**config.mk**
```make
export PLATFORM = sky130hd
export DESIGN_NAME = uart_receiver
export DESIGN_NICKNAME = d
export VERILOG_FILES = /design/src/rtl/uart_receiver.sv
export SDC_FILE = /design/constraint.sdc
export NUM_CORES = 1
export LEC_CHECK = 0
export ABC_AREA = 0
export CAP_MARGIN = 20
export CORE_UTILIZATION = 49
export DETAILED_ROUTE_END_ITERATION = 8
export PLACE_DENSITY = 0.74
export SETUP_SLACK_MARGIN = 0.02
export SYNTH_ARGS = -nofsm -noshare
export SYNTH_HDL_FRONTEND = slang
export SYNTH_SLANG_ARGS = --single-unit
```
**constraint.sdc**
```tcl
create_clock -name clk -period 1.76 [get_ports clk]
set_input_delay 0.264 -clock clk [delete_from_list [all_inputs] [get_ports clk]]
set_output_delay 0.264 -clock clk [all_outputs]
set_load 0.02 [all_outputs]
```
**src/rtl/uart_receiver.sv**
```systemverilog
// uart_receiver
//   Receive endpoint of an RTS/CTS-flow-controlled UART link. A one-entry
//   holding register buffers the received word. CTS is granted only while
//   that register is empty, so an unread word can never be overwritten.
//   Frame format: start bit, DATA_BITS data bits LSB first, one stop bit.
//
// Ports
//   clk          system clock
//   rst          synchronous active-high reset
//   rx           serial line, idle high, asynchronous to clk
//   rts          request-to-send from the remote transmitter
//   cts          clear-to-send, registered, high only while in GRANT
//   rx_data      received word, valid while rx_valid=1
//   rx_valid     holding register full
//   rx_ready     consumer accepts rx_data when rx_valid=1
//   frame_err    one-cycle pulse when the stop bit is sampled low
//   timeout_err  one-cycle pulse when the grant expires with no start bit
//   current      FSM state encoding, for debug
module uart_receiver #(
    parameter int CLKS_PER_BIT = 868,
    parameter int DATA_BITS    = 8,
    parameter int TIMEOUT_BITS = 4
) (
    input  logic                 clk,
    input  logic                 rst,
    input  logic                 rx,
    input  logic                 rts,
    output logic                 cts,
    output logic [DATA_BITS-1:0] rx_data,
    output logic                 rx_valid,
    input  logic                 rx_ready,
    output logic                 frame_err,
    output logic                 timeout_err,
    output logic [2:0]           current
);

    localparam int TO_CYCLES = TIMEOUT_BITS * CLKS_PER_BIT;
    localparam int CNT_W     = $clog2(TO_CYCLES + 1);
    localparam int BIT_W     = $clog2(DATA_BITS + 1);

    // Terminal counts: each phase ends on the cycle the counter hits *_LAST.
    localparam logic [CNT_W-1:0] TO_LAST   = CNT_W'(TO_CYCLES - 1);
    localparam logic [CNT_W-1:0] HALF_LAST = CNT_W'(CLKS_PER_BIT / 2 - 1);
    localparam logic [CNT_W-1:0] BIT_LAST  = CNT_W'(CLKS_PER_BIT - 1);
    localparam logic [BIT_W-1:0] DATA_LAST = BIT_W'(DATA_BITS - 1);

    typedef enum logic [2:0] {
        IDLE  = 3'b000,
        GRANT = 3'b001,
        START = 3'b010,
        DATA  = 3'b011,
        STOP  = 3'b100
    } state_t;

    state_t               state_reg, state_next;
    logic [CNT_W-1:0]     cnt_reg, cnt_next;
    logic [BIT_W-1:0]     bit_cnt_reg, bit_cnt_next;
    logic [DATA_BITS-1:0] shift_reg, shift_next;
    logic [DATA_BITS-1:0] rx_data_reg, rx_data_next;
    logic                 rx_valid_reg, rx_valid_next;
    logic                 frame_err_reg, frame_err_next;
    logic                 timeout_err_reg, timeout_err_next;
    logic                 cts_reg;

    // Two-flop synchroniser plus one delay stage for edge detection.
    logic rx_meta_reg, rx_s_reg, rx_prev_reg;
    logic rx_fall;

    assign rx_fall = rx_prev_reg & ~rx_s_reg;

    always_ff @(posedge clk) begin
        if (rst) begin
            rx_meta_reg     <= 1'b1;
            rx_s_reg        <= 1'b1;
            rx_prev_reg     <= 1'b1;
            state_reg       <= IDLE;
            cnt_reg         <= '0;
            bit_cnt_reg     <= '0;
            shift_reg       <= '0;
            rx_data_reg     <= '0;
            rx_valid_reg    <= 1'b0;
            frame_err_reg   <= 1'b0;
            timeout_err_reg <= 1'b0;
            cts_reg         <= 1'b0;
        end else begin
            rx_meta_reg     <= rx;
            rx_s_reg        <= rx_meta_reg;
            rx_prev_reg     <= rx_s_reg;
            state_reg       <= state_next;
            cnt_reg         <= cnt_next;
            bit_cnt_reg     <= bit_cnt_next;
            shift_reg       <= shift_next;
            rx_data_reg     <= rx_data_next;
            rx_valid_reg    <= rx_valid_next;
            frame_err_reg   <= frame_err_next;
            timeout_err_reg <= timeout_err_next;
            // Deriving cts from the next state keeps it high exactly while
            // the FSM sits in GRANT.
            cts_reg         <= (state_next == GRANT);
        end
    end

    always_comb begin
        state_next       = state_reg;
        cnt_next         = cnt_reg;
        bit_cnt_next     = bit_cnt_reg;
        shift_next       = shift_reg;
        rx_data_next     = rx_data_reg;
        rx_valid_next    = rx_valid_reg;
        frame_err_next   = 1'b0;
        timeout_err_next = 1'b0;

        // Consumer handshake; a STOP-state load below cannot coincide with
        // this because a frame is only accepted while the register is empty.
        if (rx_valid_reg && rx_ready) begin
            rx_valid_next = 1'b0;
        end

        case (state_reg)
            IDLE: begin
                cnt_next = '0;
                if (rts && !rx_valid_reg) begin
                    state_next = GRANT;
                end
            end
            GRANT: begin
                // A start edge wins over a simultaneous expiry.
                if (rx_fall) begin
                    state_next   = START;
                    cnt_next     = '0;
                    bit_cnt_next = '0;
                end else if (cnt_reg == TO_LAST) begin
                    state_next       = IDLE;
                    cnt_next         = '0;
                    timeout_err_next = 1'b1;
                end else begin
                    cnt_next = cnt_reg + 1'b1;
                end
            end
            START: begin
                if (cnt_reg == HALF_LAST) begin
                    cnt_next   = '0;
                    // Line back high at mid start bit: glitch, re-arm grant.
                    state_next = rx_s_reg ? GRANT : DATA;
                end else begin
                    cnt_next = cnt_reg + 1'b1;
                end
            end
            DATA: begin
                if (cnt_reg == BIT_LAST) begin
                    cnt_next   = '0;
                    shift_next = {rx_s_reg, shift_reg[DATA_BITS-1:1]};
                    if (bit_cnt_reg == DATA_LAST) begin
                        state_next = STOP;
                    end else begin
                        bit_cnt_next = bit_cnt_reg + 1'b1;
                    end
                end else begin
                    cnt_next = cnt_reg + 1'b1;
                end
            end
            STOP: begin
                if (cnt_reg == BIT_LAST) begin
                    cnt_next   = '0;
                    state_next = IDLE;
                    if (rx_s_reg) begin
                        rx_data_next  = shift_reg;
                        rx_valid_next = 1'b1;
                    end else begin
                        frame_err_next = 1'b1;
                    end
                end else begin
                    cnt_next = cnt_reg + 1'b1;
                end
            end
            default: begin
                state_next = IDLE;
                cnt_next   = '0;
            end
        endcase
    end

    assign cts         = cts_reg;
    assign rx_data     = rx_data_reg;
    assign rx_valid    = rx_valid_reg;
    assign frame_err   = frame_err_reg;
    assign timeout_err = timeout_err_reg;
    assign current     = state_reg;

endmodule

```
==> summary.txt <==
Outcome
  – Run status: finished with violations
  – Failing checks: setup timing

Critical path
  – Startpoint Class: flip-flop
  – CP Capture Type: flip-flop
  – Cells on worst reg2reg path: 7
  – Worst R2R Setup Slack: -0.06 ns
  – Crit Path Class: flip-flop to flip-flop
  – FF-to-FF End: cts
  – Max Fanout on Critical Path: 6
  – Arrival @ worst endpoint: 2.04 ns
  – Worst path required time: 1.98 ns
  – Reg2reg start: cnt_reg[11]

Routing
  – Drt via density: 5.38
  – Post-route ant nets: 0
  – DRT Pass-1 Iters: 4
  – DRT iter0 DRCs: 77
  – Routed length per instance: 13.9 microns
  – Drc violations: 0
  – Vias: 1571
  – Routed wire length: 4.06 mm

Synthesis
  – Number of flops mapped to enable cells by yosys: 0
  – Synthesized area per cell: 9.06 sq um
  – Top_reg_cell synth: dfxtp_1
  – Post-synth ARST share: 0
  – Post-synth cell types: 41
  – Syn nets: 211
  – Yosys top cell area share: 0.457
  – Synthesized flop and latch total: 42
  – Mapped Area: 1840 sq um
  – Synthesis warning total: 0
  – Ranking of synthesized cells by area: dfxtp_1 46%, nor2_1 6.9%, mux2i_1 5.4%
  – Mapped Cells: 203
  – Post-synth top area cell: dfxtp_1
  – Sequential area share after synthesis: 0.457

Finish
  – Post-route cell area: 2490 sq um
  – Final net count: 253
  – Largest register FFs: 12
  – Area delta synth->final: 35.6%
  – Ant. Diodes: 0
  – Share of cells above drive strength 1: 0.301

Global routing
  – GR Overflow Total: 0
  – Vias in the first global route: 1594
  – Initial antenna violation count: 0
  – Largest net degree at the start of global routing: 24
  – GRT Util Overall: 0.218
  – First-pass GRT wire length: 6.77 mm

STA
  – Unrepaired setup endpoints after global routing: true
  – Skew final: 0.00628 ns
  – Final worst setup slack: -0.0562 ns
  – Tcrit/Tclk final: 1.03
  – Pin slew with the least headroom to its limit: 0.370 ns
  – Final Hold Viols: 0
  – Rel. slew slack: 0.753
  – Setup violations, final: 22
  – Minimum clock period: 1.82 ns
  – Slew Limit Fails: 0
  – Max Freq: 551 MHz

Pwr
  – Total power: 1.86 mW
  – Sequential Power Share: 0.522
  – Clock power share: 0.412
  – Switching power of the nets: 0.416 mW
  – Peak supply drop: 0.516 mV
  – Cell Pwr Density: 745 nW/um^2
  – Combinational share of power: 0.066
  – Sw Ratio: 0.224
  – Internal Power: 1.44 mW
  – Lkg Pwr: 0.935 nW

Clock network
  – Clock latency on the worst-skew pair: 0.29 ns
  – Clock sink total: 42
  – CTS root buffer: clkbuf_8
  – H-Tree Depth: 2
  – Clk buf depth: 2
  – Clock-pin slew on the worst setup and hold paths: 0.08 ns
  – Clock buffer count from CTS: 5
  – CTS tree: done

Min path
  – Hold EP: rx_s_reg
  – Hold Crit Start: rx_meta_reg
  – Hold path cells: 1
  – Hold/Removal Path Class: flip-flop to flip-flop

Placed design
  – I/O Buffers: 19
  – Placed cell areas: 2240 sq um
  – Detailed Place HPWL: 2.92 mm
  – Gp weighted congestion: 0.836

Floorplanning
  – Initial Util: 0.530
  – Die width: 63.3 microns
  – Die H: 63.3 microns
  – I/O pin total: 20
  – Std-Cell Rows: 21
  – Core outline area: 3470 sq um
  – Full die area: 4000 sq um

Job
  – MaxCap Viol Count: 0
-- worst max-delay path, stage by stage, from the launching register on --
cell	delay, ns
dfxtp_2	0.33
or4_4	0.56
nor3_4	0.18
buf_6	0.15
buf_4	0.11
mux2i_2	0.22
nand2_1	0.09
nor3_2	0.11
-- area by class of cell --
type | instances | area, sq um
clock inverter | 3 | 43.8
multi-input combinational | 148 | 1070
timing repair buffer | 45 | 392
sequential | 42 | 850
fill | 281 | 975
clock buffer | 5 | 68.8
tap | 46 | 57.6
inverter | 3 | 13.8
-- layer usage --
layer / share of wire / global-route usage
met2: 0.52 / 0.399
met5: 0 / 0
met1: 0.44 / 0.231
met3: 0.028 / 0.0525
met4: 0.018 / 0.108
-- cells by family after synthesis --
| logic type | share of synthesized area |
|---|---|
| AOI/OAI and AO/OA | 0.0857 |
| muxes | 0.0544 |
| adders and majority gates | 0.0204 |
| xor gates and xnor gates | 0.0571 |
| buffers and inverters | 0.0293 |
| DFF | 0.457 |
| and+or+nand+nor | 0.296 |
-- cells in the mapped netlist (2+ instances only) --
| cell type | instances |
|---|---|
| nand4_1 | 5 |
| a21oi_1 | 11 |
| nand4b_1 | 3 |
| nor2_1 | 34 |
| a21o_1 | 2 |
| nor4_1 | 2 |
| mux2i_1 | 10 |
| ha_1 | 3 |
| inv_1 | 3 |
| and3_1 | 6 |
| nand3b_1 | 4 |
| nand2b_1 | 2 |
| nor4bb_1 | 2 |
| or3_1 | 2 |
| xor2_1 | 5 |
| or2_2 | 4 |
| dfxtp_1 | 42 |
| nor2b_1 | 2 |
| nand3_1 | 5 |
| xnor2_1 | 7 |
| nand2_1 | 20 |
| clkbuf_1 | 8 |
| nor3b_1 | 3 |
-- metrics by stage --
stage	hold WS, ns	cells	setup WS, ns	setup TNS, ns	utilization
2_1_floorplan	0.368	203	-0.0446	-0.448	-
3_3_place_gp	0.396	282	-0.0206	-0.0316	0.645
3_5_place_dp	0.404	282	-0.0587	-0.982	0.645
4_1_cts	0.426	292	-0.0451	-0.155	0.695
5_1_grt	0.461	292	-0.131	-2.07	0.719
6_report	0.422	292	-0.0562	-0.672	0.719
-- placed cells by master, fill, tap and decap left out, types with 7 or more instances in the layout --
cell             Yosys  routed
xnor2_1              7       7
nor2_2               0       8
nand2_1             20      20
mux2i_1             10       9
nor2_1              34      25
dfxtp_1             42      35
buf_4                1      24
dfxtp_2              0       7
clkdlybuf4s50_1      0      18
a21oi_1             11      10
-- worst max-delay path by stage --
stage                    to        start  slack, ns  cells after the start
6_report                cts  cnt_reg[11]      -0.06                      7
5_1_grt                 cts  cnt_reg[11]      -0.13                      7
4_1_cts                 cts  cnt_reg[11]      -0.05                      5
3_5_place_dp   shift_reg[7]  cnt_reg[11]      -0.06                      6
3_3_place_gp            cts  cnt_reg[11]      -0.02                      6
2_1_floorplan    cnt_reg[3]  cnt_reg[11]      -0.04                      6
-- repair_timing --
| item | in CTS | in global routing |
|---|---|---|
| pin swaps | 1 | 12 |
| buffers inserted | 1 | 0 |
| setup endpoints to repair | 34 | 34 |
| hold buffers | 0 | 0 |
| gates cloned | 1 | 0 |
| resized for setup | 15 | 20 |
-- power by group through the flow --
stage	Combinational, mW	Clock (mW)	Sequential [mW]
floorplan	0.0640	0	0.995
global placement	0.109	0	0.990
detailed placement	0.111	0	0.991
CTS	0.116	0.779	0.968
global route	0.132	0.821	0.971
finish	0.123	0.765	0.969
No activity file was read; power rests on OpenSTA's default activity.
==> edit 1 (config.mk and constraints unchanged) <==
Remove the register `frame_err_reg`: a continuous assignment takes its place, so the output `frame_err` follows one clock earlier.
--- a/src/rtl/uart_receiver.sv
+++ b/src/rtl/uart_receiver.sv
@@ -79,7 +79,6 @@
             shift_reg       <= '0;
             rx_data_reg     <= '0;
             rx_valid_reg    <= 1'b0;
-            frame_err_reg   <= 1'b0;
             timeout_err_reg <= 1'b0;
             cts_reg         <= 1'b0;
         end else begin
@@ -92,13 +91,14 @@
             shift_reg       <= shift_next;
             rx_data_reg     <= rx_data_next;
             rx_valid_reg    <= rx_valid_next;
-            frame_err_reg   <= frame_err_next;
             timeout_err_reg <= timeout_err_next;
             // Deriving cts from the next state keeps it high exactly while
             // the FSM sits in GRANT.
             cts_reg         <= (state_next == GRANT);
         end
     end
+
+    assign frame_err_reg = frame_err_next;
 
     always_comb begin
         state_next       = state_reg;
Behaviour: same outputs for any inputs over 10 cycles, from zero or initial values and one cycle with rst high; that may be too few to reach the edited logic, so the function may still have changed.
==> edit 1 against the unedited design <==
The flow still finishes with violations (setup timing); clock skew barely moved; power decreased by 9.1%; die area rose by 1.0%; utilization fell by 2.9 points; sequential cell count decreased by 1; synthesized area rose by 1.0%; non-clock buffer count rose by 9; setup slack improved by 39 ps; critical path depth shrank 2; count of clock-buffer cells in the layout grew 1; wire length up 11%; final area is 1.4% higher; critical path type unchanged; largest power group unchanged.
==> edit 1: results (changes against the unedited design) <==
Crit path arrival time -> 2010 ps (-30 ps)
vias in the first global route -> 1,659 (+4.1%)
first-pass GRT wire length -> 7.438 mm (+9.9%)
most frequent cells after synthesis -> dfxtp_1 (41), nor2_1 (21), a21oi_1 (20)
peak fanout along the critical path -> 3 (-3)
Setup Skew -> 6.204 ps (-0.07641 ps)
Area contributors post-synth -> dfxtp_1 (44%), mux2i_1 (8.6%), a21oi_1 (5.4%), nor2_1 (4.2%), xor2_1 (2.8%)
met2 routed WL -> 2.412 mm (+15%)
GR Layer Usage met3 -> 6.341% (+1.1 points)
Clock Buffer Count -> 6 (+1)
Synth Net Count -> 202 (-4.3%)
postcts setup bufs -> 0 (-1)
final net count -> 252 (-0.40%)
Clock buf/inv share -> 3.564% (-0.95 points)
static leakage -> 1.033 nW (+10%)
hold slack -> 425.1 ps (+2.897 ps)
number of cells on the worst reg-to-reg path -> 5 (-2)
nonclk buf count -> 54 (+20%)
status -> finished, violations left
met3 WL post-DR -> 123 um (+9.8%)
failing checks -> setup timing
final setup fails -> 1 (-95%)
Synth Register Bits -> 41 (-2.4%)
initial DRC count -> 96 (+25%)
maximum VDD drop -> 0.0005821 V (+13%)
M2 GR Usage -> 41.36% (+1.4 points)
final setup margin -> -16.71 ps (+39.50 ps)
Routed met1 length -> 1.846 mm (+3.9%)
post-CTS sizing -> 14 (-1)
dpl ws -> -194.2 ps (-135.5 ps)
multi-input combinational area share -> 42.62% (-0.23 points)
GRT Total Usage -> 23.77% (+1.9 points)
register share of the cell area -> 32.77% (-1.3 points)
Relative slew margins -> 61.07% (-14 points)
Avg WL per Cell -> 15.47 um (+11%)
via-per-instance ratio -> 5.623 (+4.5%)
inverters -> 3 (unchanged)
Routability Congestion -> 0.8992 (+7.5%)
sequential fraction of the synthesis area -> 44.18% (-1.5 points)
Multi-input comb cells -> 139 (-6.1%)
-- edit 1: power by group --
part / leakage [nW] / switching [mW] / total, mW / internal [mW]
Combinational: 0.656 / 0.0612 / 0.116 / 0.0551
Sequential: 0.334 / 0.00761 / 0.945 / 0.937
Clock: 0.0433 / 0.317 / 0.627 / 0.310
-- edit 1: cell families after synthesis --
family	after synthesis	share of synthesized area (%)
buffers and inverters	14	3.502
multiplexers	16	8.619
AO/OA/AOI/OAI	34	11.31
XOR/XNOR	10	4.714
AND/OR/NAND/NOR	76	25.66
flip-flops	41	44.18
adder cells (fa/ha/maj)	3	2.020
-- edit 1: through the flow --
step	instance area, sq um	cells	setup TNS [ps]
2_1_floorplan	1863	194	0
3_3_place_gp	2307	283	-110.1
3_5_place_dp	2307	283	-254.7
4_1_cts	2435	290	0
5_1_grt	2527	292	-234.9
6_report	2527	292	-16.71
==> edit 2 (same flow settings) <==
Made on the original files. Set the parameter `DATA_BITS` to 4 (it was 8).
--- a/src/rtl/uart_receiver.sv
+++ b/src/rtl/uart_receiver.sv
@@ -18,7 +18,7 @@
 //   current      FSM state encoding, for debug
 module uart_receiver #(
     parameter int CLKS_PER_BIT = 868,
-    parameter int DATA_BITS    = 8,
+    parameter int DATA_BITS    = 4,
     parameter int TIMEOUT_BITS = 4
 ) (
     input  logic                 clk,
Interface: changed (resized rx_data); port bits go from 20 to 16. The function was not compared with the original's and may differ.
==> edit 2 against the unedited design <==
The run ends with DRC, setup timing left; sequential cell count is 9 lower; via count decreased by 21%; count of clock-buffer cells in the layout is 2 higher; setup slack lost 140 ps; final area shrank 21%; utilization decreased by 1.6 points; power decreased by 27%; synthesized area decreased by 20%; wire length decreased by 16%; first-iteration DRC count decreased by 52%; combinational power fell by 15%; critical path type unchanged.
==> edit 2: results (changes against the unedited design) <==
Int Pwr -> 1.039 mW (-28%)
Crit path arrival time -> 2200 ps (+160 ps)
dpl ws -> -170.1 ps (-111.4 ps)
placed cell area -> 0.001778 sq mm (-20%)
inverters -> 5 (+2)
storage element area -> 666.9 sq um (-22%)
Critical path origin -> cnt_reg[3]$_SDFF_PP0_
largest net degree at the start of global routing -> 18 (-25%)
met2 routed WL -> 1.682 mm (-20%)
Setup Skew -> 11.55 ps (+5.274 ps)
mean post-synth cell area -> 9.313 sq um (+2.8%)
placed cells -> 218 (-23%)
Seq pwr share -> 56.0% (+3.8 points)
final setup fails -> 26 (+18%)
drc violations -> 2 (+2)
status -> finished, violations left
final setup margin -> -196.7 ps (-140.5 ps)
Finished Layout Cells -> 229 (-22%)
most frequent cells after synthesis -> dfxtp_1 (33), nor2_1 (29), mux2i_1 (11)
Synth cell types -> 37 (-9.8%)
GR Layer Usage met3 -> 5.069% (-0.18 points)
starting density of the core -> 52.45% (-0.58 points)
hpwl dp -> 2.362 mm (-19%)
peak fanout along the critical path -> 7 (+1)
Multi-input comb cells -> 114 (-23%)
Root Driver -> clkbuf_4
port bufs -> 15 (-4)
met3 WL post-DR -> 123 um (+9.8%)
Worst Max-Slew Pin Slew -> 428.9 ps (+58.98 ps)
failing checks -> DRC, setup timing
==> edit 2: cell types whose count changed after synthesis, moves of 4 or more <==
cell	before	now
nand2_1	20	7
nand4_1	5	0
a21oi_1	11	4
nor2_1	34	29
nor3_1	0	6
dfxtp_1	42	33
clkbuf_1	8	4
==> edit 2: worst reg2reg max path, stage by stage (launching register included) <==
cell and delay, ps:
dfxtp_2 330, or4_4 550, nor4_4 300, buf_4 190, o22ai_4 60, o21ai_2 210, buf_6 170, nor2_1 50
==> edit 2: timing repair <==
item / CTS / global route
buffers inserted: 3 / 0
endpoints found under the setup margin: 28 / 29
gates resized for setup: 16 / 11
pin swaps: 8 / 8
==> edit 2: kinds of logic after synthesis <==
group	count (synthesis)	share of synthesized area, %
AND/OR/NAND/NOR	75	28.57
flip-flops	33	44.90
AO/OA/AOI/OAI	14	6.123
buffers and inverters	11	3.571
multiplexers	11	7.483
XOR/XNOR	10	5.953
adder cells (fa/ha/maj)	4	3.401
